### src/rtl/mac_mul_block_pipe.sv
// Two-stage unsigned block multiplier: A (1, 2 or 4 blocks) times B1, with a
// valid/ready handshake and a sticky flag for reserved configurations.
module mac_mul_block_pipe #(
   parameter int MAC_CONF_WIDTH = 2,
   parameter int MAC_MIN_WIDTH  = 8,
   parameter int MAC_MULT_WIDTH = 2*MAC_MIN_WIDTH,
   parameter int MAC_INT_WIDTH  = 5*MAC_MIN_WIDTH
) (
   input  logic                       clk,
   input  logic                       rst,
   input  logic                       en,
   input  logic                       in_valid,
   output logic                       in_ready,
   input  logic [4*MAC_MIN_WIDTH-1:0] A,
   input  logic [MAC_MIN_WIDTH-1:0]   B1,
   input  logic [MAC_CONF_WIDTH-1:0]  cfg,
   output logic                       out_valid,
   input  logic                       out_ready,
   output logic [MAC_INT_WIDTH-1:0]   C,
   output logic                       cfg_err
);

   localparam int N    = MAC_MIN_WIDTH;
   localparam int NSEG = 5;

   typedef enum logic [1:0] {
      MODE_SINGLE = 2'b00,
      MODE_DUAL   = 2'b01,
      MODE_QUAD   = 2'b10,
      MODE_RSVD   = 2'b11
   } mode_e;

   logic                      advance;
   logic                      accept;

   mode_e                     mode_d;
   logic [MAC_MULT_WIDTH-1:0] pp_d [4];
   logic                      cfg_err_d;
   logic [MAC_INT_WIDTH-1:0]  c_d;

   logic                      s1_valid_q;
   mode_e                     s1_mode_q;
   logic [MAC_MULT_WIDTH-1:0] pp_q [4];
   logic                      out_valid_q;
   logic [MAC_INT_WIDTH-1:0]  c_q;
   logic                      cfg_err_q;

   logic [MAC_MULT_WIDTH-1:0] term_s [4];
   logic [N-1:0]              lo_s [NSEG];
   logic [N-1:0]              hi_s [NSEG];
   logic [N:0]                seg_s;
   logic                      carry_s;
   logic [NSEG*N-1:0]         sum_s;

   // Both stages move only together, so a stalled output also stalls the input.
   assign advance   = en & (~out_valid_q | out_ready);
   assign accept    = in_valid & advance;
   assign in_ready  = advance;
   assign out_valid = out_valid_q;
   assign C         = c_q;
   assign cfg_err   = cfg_err_q;

   // Stage-1 inputs: mode decode, the four block partial products, error flag.
   always_comb begin
      mode_d = MODE_RSVD;
      case (cfg)
         MAC_CONF_WIDTH'(0): mode_d = MODE_SINGLE;
         MAC_CONF_WIDTH'(1): mode_d = MODE_DUAL;
         MAC_CONF_WIDTH'(2): mode_d = MODE_QUAD;
         default:            mode_d = MODE_RSVD;
      endcase
      for (int i = 0; i < 4; i++) begin
         pp_d[i] = MAC_MULT_WIDTH'(A[i*N +: N]) * MAC_MULT_WIDTH'(B1);
      end
      cfg_err_d = cfg_err_q | (accept & (mode_d == MODE_RSVD));
   end

   // Stage-2 combine: single mode places A1*B1 at weight 0; unused terms are zeroed
   // before the segment carry chain and the final carry is dropped.
   always_comb begin
      for (int i = 0; i < 4; i++) begin
         term_s[i] = '0;
      end
      case (s1_mode_q)
         MODE_SINGLE: term_s[0] = pp_q[1];
         MODE_DUAL: begin
            term_s[0] = pp_q[0];
            term_s[1] = pp_q[1];
         end
         MODE_QUAD: begin
            for (int i = 0; i < 4; i++) begin
               term_s[i] = pp_q[i];
            end
         end
         default: term_s[0] = '0;
      endcase
      for (int k = 0; k < NSEG; k++) begin
         lo_s[k] = '0;
         hi_s[k] = '0;
      end
      for (int k = 0; k < 4; k++) begin
         lo_s[k]   = term_s[k][N-1:0];
         hi_s[k+1] = term_s[k][2*N-1:N];
      end
      sum_s   = '0;
      seg_s   = '0;
      carry_s = 1'b0;
      for (int k = 0; k < NSEG; k++) begin
         seg_s = {1'b0, lo_s[k]} + {1'b0, hi_s[k]} + {{N{1'b0}}, carry_s};
         sum_s[k*N +: N] = seg_s[N-1:0];
         carry_s = seg_s[N];
      end
      c_d = MAC_INT_WIDTH'(sum_s);
   end

   // Pipeline state; reset wins over enable and flushes in-flight beats.
   always_ff @(posedge clk) begin
      if (rst) begin
         s1_valid_q  <= 1'b0;
         s1_mode_q   <= MODE_SINGLE;
         for (int i = 0; i < 4; i++) begin
            pp_q[i] <= '0;
         end
         out_valid_q <= 1'b0;
         c_q         <= '0;
         cfg_err_q   <= 1'b0;
      end else begin
         cfg_err_q <= cfg_err_d;
         if (advance) begin
            s1_valid_q  <= in_valid;
            s1_mode_q   <= mode_d;
            pp_q        <= pp_d;
            out_valid_q <= s1_valid_q;
            c_q         <= c_d;
         end
      end
   end

endmodule

### config.mk
export PLATFORM = sky130hd
export DESIGN_NAME = mac_mul_block_pipe
export DESIGN_NICKNAME = d
export VERILOG_FILES = /design/src/rtl/mac_mul_block_pipe.sv
export SDC_FILE = /design/constraint.sdc
export NUM_CORES = 1
export LEC_CHECK = 0
export ABC_AREA = 0
export CAP_MARGIN = 10
export CELL_PAD_IN_SITES_DETAIL_PLACEMENT = 1
export CELL_PAD_IN_SITES_GLOBAL_PLACEMENT = 1
export CORE_MARGIN = 1.5
export CORE_UTILIZATION = 51
export CTS_BUF_LIST = sky130_fd_sc_hd__clkbuf_8
export DETAILED_ROUTE_END_ITERATION = 8
export PLACE_DENSITY = 0.95
export SYNTH_ARGS = -nofsm -noshare
export SYNTH_HDL_FRONTEND = slang
export SYNTH_SLANG_ARGS = --single-unit
### constraint.sdc
create_clock -name clk -period 21.5 [get_ports clk]
set_input_delay 5.375 -clock clk [delete_from_list [all_inputs] [get_ports clk]]
set_output_delay 5.375 -clock clk [all_outputs]
set_load 0.005 [all_outputs]
---- Yosys cells after proc, flatten, opt, wreduce, memory -nomap -nowiden ----
Index checks and enable logic that the tools add are counted.
word-level totals
  register bits ........................... 109
operators by class
  $add $sub $neg .......................... 6
  $mul .................................... 4
  equal/unequal tests ..................... 5
  multiplexer cells ....................... 4
  bitwise gates (word level) .............. 6
  reduce and logical (&&, ||, !) cells .... 3
operators with widths
  cell                                                 count
  multiplier 8 x 8 -> 16 bit                           4
  2-to-1 mux 32 bit                                    1
  case mux 16 bit (2 select lines)                     1
  adder 8 x 8 -> 9 bit                                 3
  adder 9 x 1 -> 9 bit                                 2
  2-to-1 mux 16 bit                                    1
  adder 8 x 1 -> 8 bit                                 1
  equality test 2 bit, second input constant           3
  case mux 2 bit (3 select lines)                      1
  equality test 2 x 1 -> 1 bit, second input constant  2
  logical NOT 2 bit                                    2
  bitwise AND 1 bit                                    3
  bitwise OR 1 bit                                     2
  OR reduction 2 bit                                   1
  inverter 1 bit                                       1

---- Depth between registers and ports, before layout ----
  depth in word-level cells ............... 7
  depth in mapped cells ................... 35
  mapped depth without buffers ............ 33

---- Worst setup path before layout ----
Ideal clock, no wire load.
  path kind ............................... in2out
  start point ............................. in en
  end point ............................... out in_ready
  arrival time ............................ 6.113 ns
  data required time ...................... 16.125 ns
  slack ................................... 10.012 ns
  stages .................................. 4
  path buffers ............................ 2
  cells stage by stage .................... o21ai_1 inv_1 clkbuf_1 clkbuf_1
between the ends
  cells in the longest elaborated chain, start to end .. 1
RTL lines
  element             RTL line  source
  start: declaration  11        input logic en,
  bitwise AND 1 bit   56        assign advance = en & (~out_valid_q | out_ready);
  end: declaration    13        output logic in_ready,
No other way between the ends.

---- Worst setup path in the final report ----
Ends and elaborated chain as after synthesis.

==> summary.md <==
* status: complete, no violations
* placed wire-length estimate: 31,800 um
* number of antenna-violating nets in the routed design: 0
* floorplan die width: 165 um
* hold buffer count at CTS: 0
* cell internal pwr: 0.617 mW
* number of H-tree levels: 3
* max-cap violation count: 0
* count of final setup violators: 0
* Critical-path top delay cell: clkdlybuf4s50_1
* gr ovfl total: 0
* non-filler cells in the finished layout: 1,968
* warnings from Yosys: 0
* filler instances: 3,035
* crit path capture type: primary output
* antenna diode instance count: 0
* part of the total power dissipated in the clock network: 0.114
* min Tclk post-route: 12.90 ns
* combinational group share of total power: 0.664
* clock transition at the registers of the reported paths: 0.11 ns
* post-placement cell count: 1,952
* Synth Cell Area: 13,300 sq um
* Max Transition Viols Final: 0
* final number of hold-violating endpoints: 0
* Residual DRC: 0
* Seq/Total Area, Yosys: 0.164
* number of CTS-inserted buffers: 9
* number of unique standard cell types used by synthesis: 51
* number of enable flip-flop cells after synthesis: 0
* met1 capacity usage during global routing: 0.405
* Synth Area in Compound Gates: 0.133
* net count of the mapped netlist: 1,957
* prevailing post-synth register cell: dfxtp_1
* static leakage power: 7.09 nW
* buffers from clock root to sink, at most: 2
* maximum number of pins on one net before global-route repair: 78
* number of iterations in the first detailed-routing pass: 5
* proportion of total power due to net switching: 0.496
* die height: 165 um
* worst path cell trace: clkdlybuf4s50_1 > o21ai_4 > inv_2 > buf_4 > clkdlybuf4s50_1
* routed wire length per instance: 21.7 um
* count of buffers added by post-CTS timing repair for setup: 0
* #FFs+latches synth: 109
* startpoint class of the critical path: input pin
* Final #Nets: 2,000
* Post-Synth XOR/XNOR Area: 0.0355
* busiest grt layer: met2
* setup tns final: 0 ns
* Core Footprint: 25,400 sq um
* Util after Layout: 0.577
* Mean Syn Cell Area: 8.38 sq um
* normalized max-slew margin: 0.190
* global-route met2 utilization: 0.567
* IO Port Bufs: 89
* final worst-path cycle share: 0.600
* ratio of routed vias to standard cells: 6.02
* total power density per cell area: 83.5 nW/um^2
* Critical Path Max Stage Delay: 0.64 ns
* vias in the first global route: 13.1k
* met3 routing resource usage after global routing: 0.0434
* root buffer cell: clkbuf_8
* routability congestion estimate: 0.825
* critical path start-end classification: in -> out
* TritonCTS clock tree: built
* share of post-route cells with drive strength above 1: 0.0214
* data required time of the critical path: 16.12 ns
* initial core utilization: 0.524
* arrival time of the worst setup path: 7.52 ns
* Tot GR Track Use: 0.328
* switching component of the power: 0.608 mW
* fraction of the mapped netlist area in simple logic gates: 0.207
* portion of netlist area occupied by mux cells: 0.00150
* post-CTS resize count: 0
* combinational family with the most area after synthesis: adder cells
* IO Pins: 90
* row cnt: 58
* via count of the routed design: 11.9k
* peak fanout along the critical path: 74
* initial antenna violation count: 1
* post-synthesis async set-or-reset flop share: 0
* share of total power in sequential cells: 0.222
* clock insertion delay at the later pin of the skew report: 0.41 ns
* Peak supply drop: 33.7 uV
* post-detailed-routing wire length: 42,800 um
* Sink Count: 109
* class of the worst hold path: reg -> reg
* DIE AREA: 27,100 sq um
* peak clock frequency supported by timing: 0.0775 GHz
* Layout Skew: 0.0267 ns
* number of instances in the synthesized netlist: 1,590
* arithmetic-cell share of the synthesized area counting full adders, half adders and majority gates: 0.385
* Detailed Route Iter0 Violations: 1,245
* actual slew at the worst max-slew pin: 1.21 ns
* most used cell, CP: clkdlybuf4s50_1
* RSZ-0062 raised after global routing: false
* area added between synthesis and finish: 10.1%
* first-pass GRT wire length: 69,100 um
## worst paths after layout
check / depth (start not counted) / slack [ns] / endpoint / startpoint
setup / recovery: 5 / 8.60 / in_ready / en
setup reg to reg: 33 / 12.62 / C[38] / s1_mode_q[0]
hold / removal: 2 / 0.46 / C[20] / C[20]
hold reg to reg: 2 / 0.46 / C[20] / C[20]
## synthesized netlist by cell type, types with 3 or more instances
library cell,instances,area (sq um)
nor4b_1,4,35.0
inv_1,193,724
nand3_1,21,105
o21bai_1,6,45.0
nor4_1,3,18.8
xnor2_1,30,263
o21ai_0,36,180
nand2b_1,6,37.5
and2_1,189,1180
fa_1,149,2980
nor2_1,82,308
ha_1,171,2140
a22o_1,18,158
o31ai_1,3,22.5
clkbuf_1,67,251
a211oi_1,21,158
dfxtp_1,109,2180
a31oi_1,6,37.5
nor2b_1,7,43.8
a21oi_1,106,531
and3_1,3,18.8
xor2_1,24,210
and4_1,3,26.3
a21o_1,27,203
nand2_1,217,815
nor3_1,18,90.1
nand4_1,5,31.3
o21a_1,14,105
buf_1,3,11.3
o31a_1,5,43.8
a22oi_1,17,128
## metal layers
| metal | vias up | part of all wire |
|---|---|---|
| met3 | 169 | 0.062 |
| met5 | - | 0 |
| met2 | 552 | 0.49 |
| li1 | 5253 | - |
| met1 | 5881 | 0.41 |
| met4 | 0 | 0.040 |
## critical path: cells and delay by family
| kind | cells | cell delay (ns) |
|---|---|---|
| buf+inv | 4 | 1.90 |
| compound gates | 1 | 0.22 |
## state kept, by name, summed over array words and instances, names as in the netlist
signal	count
pp_q	64
s1_valid_q	1
out_valid	1
s1_mode_q	2
C	40
cfg_err	1
## cell usage in the layout (no fill, tap or decap), types with 4 or more instances in the layout
cell	netlist	layout
fa_1	149	149
dfxtp_1	109	109
nand2_1	217	217
ha_1	171	171
nand4_1	5	5
xor2_1	24	24
a211oi_1	21	21
o31a_1	5	5
nor4b_1	4	4
clkdlybuf4s50_1	0	88
buf_4	0	13
nor2b_1	7	7
o21bai_1	6	6
o21a_1	14	14
nor2_1	82	82
and2_1	189	189
a22o_1	18	18
a31oi_1	6	6
nand3_1	21	21
xnor2_1	30	30
nand2b_1	6	6
nor3_1	18	18
o21ai_0	36	36
a22oi_1	17	17
clkbuf_8	0	9
inv_1	193	192
a21oi_1	106	106
a21o_1	27	27
## stage by stage
step	total power [mW]	hold slack [ns]	area (sq um)	setup WS, ns
floorplan	0.792	0.417	13300	10.01
global placement	0.945	0.436	14500	8.66
detailed placement	1.05	0.444	14500	8.61
CTS	1.20	0.459	14700	8.60
global route	1.30	0.486	14700	8.46
finish	1.22	0.457	14700	8.60
## power groups by stage
stage / clock network (mW) / registers (mW) / logic (mW)
2_1_floorplan: 0 / 0.260 / 0.532
3_3_place_gp: 0 / 0.270 / 0.674
3_5_place_dp: 0 / 0.274 / 0.775
5_1_grt: 0.146 / 0.274 / 0.881
4_1_cts: 0.139 / 0.269 / 0.795
6_report: 0.139 / 0.272 / 0.814
## layout make-up
class	count	area, sq um	area share
timing repair buffer	102	983	0.0671
clock inverter	7	81.3	0.00555
sequential	109	2180	0.149
inverter	193	724	0.0494
clock buffer	9	124	0.00845
tap	330	413	0.0282
multi-input combinational	1218	10200	0.693
## kinds of logic (layout without fill, tap and decap cells)
group                      Yosys count  in the layout
DFF                                109            109
adders and majority gates          320            320
xor gates and xnor gates            54             54
AOI/OAI and AO/OA                  278            278
and+or+nand+nor                    564            564
muxes                                2              2
buffers and inverters              263            311
No activity file was read; power rests on OpenSTA's default activity.
